==> config.mk <==
export PLATFORM = sky130hd
export DESIGN_NAME = encoder_8to3
export DESIGN_NICKNAME = d
export VERILOG_FILES = /design/src/rtl/encoder_8to3.sv
export SDC_FILE = /design/constraint.sdc
export NUM_CORES = 1
export LEC_CHECK = 0
export CAP_MARGIN = 20
export CORE_AREA = 2 2 39 41
export CTS_BUF_LIST = sky130_fd_sc_hd__clkbuf_4 sky130_fd_sc_hd__clkbuf_8
export CTS_CLUSTER_DIAMETER = 50
export DETAILED_ROUTE_END_ITERATION = 8
export DIE_AREA = 0 0 41 43
export DONT_BUFFER_PORTS = 1
export PLACE_DENSITY = 0.3
export SLEW_MARGIN = 20
export SYNTH_ARGS = -nofsm -noshare
export SYNTH_HDL_FRONTEND = slang
export SYNTH_SLANG_ARGS = --single-unit
==> constraint.sdc <==
create_clock -name clk -period 0.8 [get_ports clk]
set_clock_uncertainty 0.1 [all_clocks]
set_input_delay 0.16 -clock clk [delete_from_list [all_inputs] [get_ports clk]]
set_output_delay 0.16 -clock clk [all_outputs]
set_load 0.02 [all_outputs]
==> src/rtl/encoder_8to3.sv <==
// rtl/encoder_8to3.sv - 8-to-3 priority encoder with registered index, valid and optional multi-bit error flag.
// Optional feature macro: ENCODER_ONEHOT_CHECK_EN (adds err output).
module encoder_8to3 #(
    parameter bit PRIORITY_HIGH = 1'b1
) (
    input  logic       clk,
    input  logic       rst,
    input  logic [7:0] in,
    output logic [2:0] out,
`ifdef ENCODER_ONEHOT_CHECK_EN
    output logic       valid,
    output logic       err
`else
    output logic       valid
`endif
);

    logic [2:0] w_idx;
    logic       w_any;
    logic [2:0] r_out;
    logic       r_valid;

    // Scan order picks the winner: the last set bit seen overwrites earlier ones.
    always_comb begin
        w_idx = 3'd0;
        if (PRIORITY_HIGH) begin
            for (int i = 0; i < 8; i++) begin
                if (in[i]) w_idx = i[2:0];
            end
        end else begin
            for (int i = 7; i >= 0; i--) begin
                if (in[i]) w_idx = i[2:0];
            end
        end
    end

    assign w_any = |in;

    always_ff @(posedge clk or posedge rst) begin
        if (rst) begin
            r_out   <= 3'd0;
            r_valid <= 1'b0;
        end else begin
            r_out   <= w_any ? w_idx : 3'd0;
            r_valid <= w_any;
        end
    end

    assign out   = r_out;
    assign valid = r_valid;

`ifdef ENCODER_ONEHOT_CHECK_EN
    logic w_multi;
    logic r_err;

    // Clearing the lowest set bit leaves something only if two or more were set.
    assign w_multi = |(in & (in - 8'd1));

    always_ff @(posedge clk or posedge rst) begin
        if (rst) begin
            r_err <= 1'b0;
        end else begin
            r_err <= w_multi;
        end
    end

    assign err = r_err;
`endif

endmodule

==> out/results.ini <==
[yosys]
yosys.area.top_type = dfrtp_1
ys_warn_count = 0
netlist_area_um2 = 161
synthArstFlopShare_pct = 100
yosysUniqueCellTypes = 8
yosys.area.top_type_share_pct = 62.0
synth_area_leaders = dfrtp_1 (62%), nor2_1 (9.3%), o31ai_1 (9.3%), a21oi_1 (6.2%), inv_1 (4.7%)
ys.flop_type = dfrtp_1
syn_nets = 27
synth_edf_count = 0
synth_area_per_cell_um2 = 9.49
synth_seq_area_share_pct = 62.0
syn_inst = 17
synth_commonest_cells = dfrtp_1 (4), nor2_1 (4), a21oi_1 (2), inv_1 (2), o31ai_1 (2)
yosys_register_bits = 4

[grt]
antenna_found_initial = 0
overflow = 0
grt_max_degree = 5
grtUsageTotal_pct = 5.94
grt_pass1_wl_um = 627
grt_pass1_vias = 184

[finish]
syn2layout_area_growth_pct = 35.7
diodes = 0
fin_nets = 33
drive_gt1_share_pct = 33.3
final_cell_area_um2 = 219

[die]
io_pins = 14
die_h_um = 43
floorplan.die_area_mm2 = 0.00176
core_area_mm2 = 0.00138
rows = 14
die_w_um = 41
start_util_pct = 11.7

[worst_setup_path]
crit_arrival_ns = 0.67
criticalPathCategory = register to primary output
cp_max_fo = 1
crit_required_ns = 0.54
crit_path_start_kind = register
worst_setup_path_end_kind = primary output

[route]
vias = 140
drcViolationCount = 0
first_iter_violations = 2
ant_nets = 0
routed_wl_um = 366
wl_per_cell_um = 9.89
vias_per_cell = 3.78
first_pass_iters = 2

[run]
drv_cap = 0

[power]
ir_drop_mv = 0.295
p_leak_nw = 0.0820
seq_power_share_pct = 45.9
swShare_pct = 20.5
combinationalPowerShare_pct = 5.4
p_per_area_mw_per_mm2 = 2250
pwr-share-clk_pct = 48.7
p_sw_uw = 101
p_int_uw = 392

[placed_design]
dp_hpwl_um = 324
post-place-ws_ns = 0.104
placed_area_um2 = 181
gp_congestion = 0.609
io_buffers = 0

[clock_tree]
numCtsBuffers = 3
cts.sinks = 4
cts_root_buf = clkbuf_4
cts_setup_buffers = 0
cts.clk_slew.worst_paths_ns = 0.04
cts_tree = built
h-tree-depth = 1
hold_buffers = 1
cts_buffer_depth = 2

[sta]
fmax_mhz = 1080
worstMarginPinSlew_ns = 0.230
worst_slack_ns = -0.127
setup_viol = 4
slew-limit-headroom_pct = 84.5
fin_crit_sh_pct = 116
fin_tns_setup_ns = -0.500
rsz0062_at_grt = true
hold_violations = 4
fin_crit_ns = 0.927
drv_slew = 0
whs_ns = -0.0648

[outcome]
violations = hold timing, setup timing
status = finished with violations

[min_path]
hold_class = primary input to register

-- final timing paths --
path / start / endpoint / slack (ns) / cells past startpoint
worst max-delay path: valid / valid / -0.13 / 0
worst min-delay path: in[6] / out[0] / -0.06 / 1
max in group asynchronous: rst / out[2] / 0.29 / 2
min in group asynchronous: rst / out[1] / 0.15 / 2
-- registers in the layout, indices dropped and copies added (netlist names) --
name,count
out,3
valid,1
-- per-layer routing --
metal / global-route usage, % / vias up / routed length [µm]
met2: 7.81 / 14 / 144
met1: 5.52 / 62 / 153
met4: 6.00 / 0 / 0
met3: 4.19 / 0 / 67
li1: - / 64 / -
met5: 0 / - / 0
-- final cells by class --
type / count / area, µm²
fill: 156 / 1160
sequential: 4 / 105
multi-input combinational: 10 / 50.0
clock buffer: 3 / 22.5
tap: 16 / 20.0
inverter: 3 / 11.3
timing repair buffer: 1 / 10.0
-- power by group through the flow --
stage,combinational [mW],sequential [mW],clock (mW)
after floorplan,0.0190,0.226,0
after global placement,0.0216,0.227,0
after detailed placement,0.0235,0.228,0
after CTS,0.0275,0.226,0.255
after global routing,0.0319,0.227,0.274
final,0.0264,0.226,0.240
-- stage by stage --
step / utilization (%) / cells / power, mW
4_1_cts: 15.7 / 37 / 0.508
3_3_place_gp: 13.1 / 33 / 0.249
2_1_floorplan: - / 17 / 0.245
6_report: 15.8 / 37 / 0.493
5_1_grt: 15.8 / 37 / 0.533
3_5_place_dp: 13.1 / 33 / 0.251
-- what timing repair did --
action,CTS,global route
gates resized for setup,3,1
endpoints found under the hold margin,8,4
setup endpoints to repair,4,4
-- layout by cell type, fill, tap and decap left out --
cell	instances
o31ai_1	2
dfrtp_2	4
inv_1	2
clkbuf_4	3
a21oi_1	2
nor2_1	4
dlygate4sd3_1	1
nand2_1	1
clkinv_1	1
nand4_1	1
-- kinds of logic (layout without fill, tap and decap cells) --
group                  Yosys count  in the layout  synth area share [%]
and+or+nand+nor                  6              6                  15.5
AOI/OAI and AO/OA                4              4                  15.5
DFF                              4              4                  62.0
buffers and inverters            3              7                  6.98
(Power assumes the default switching activity.)
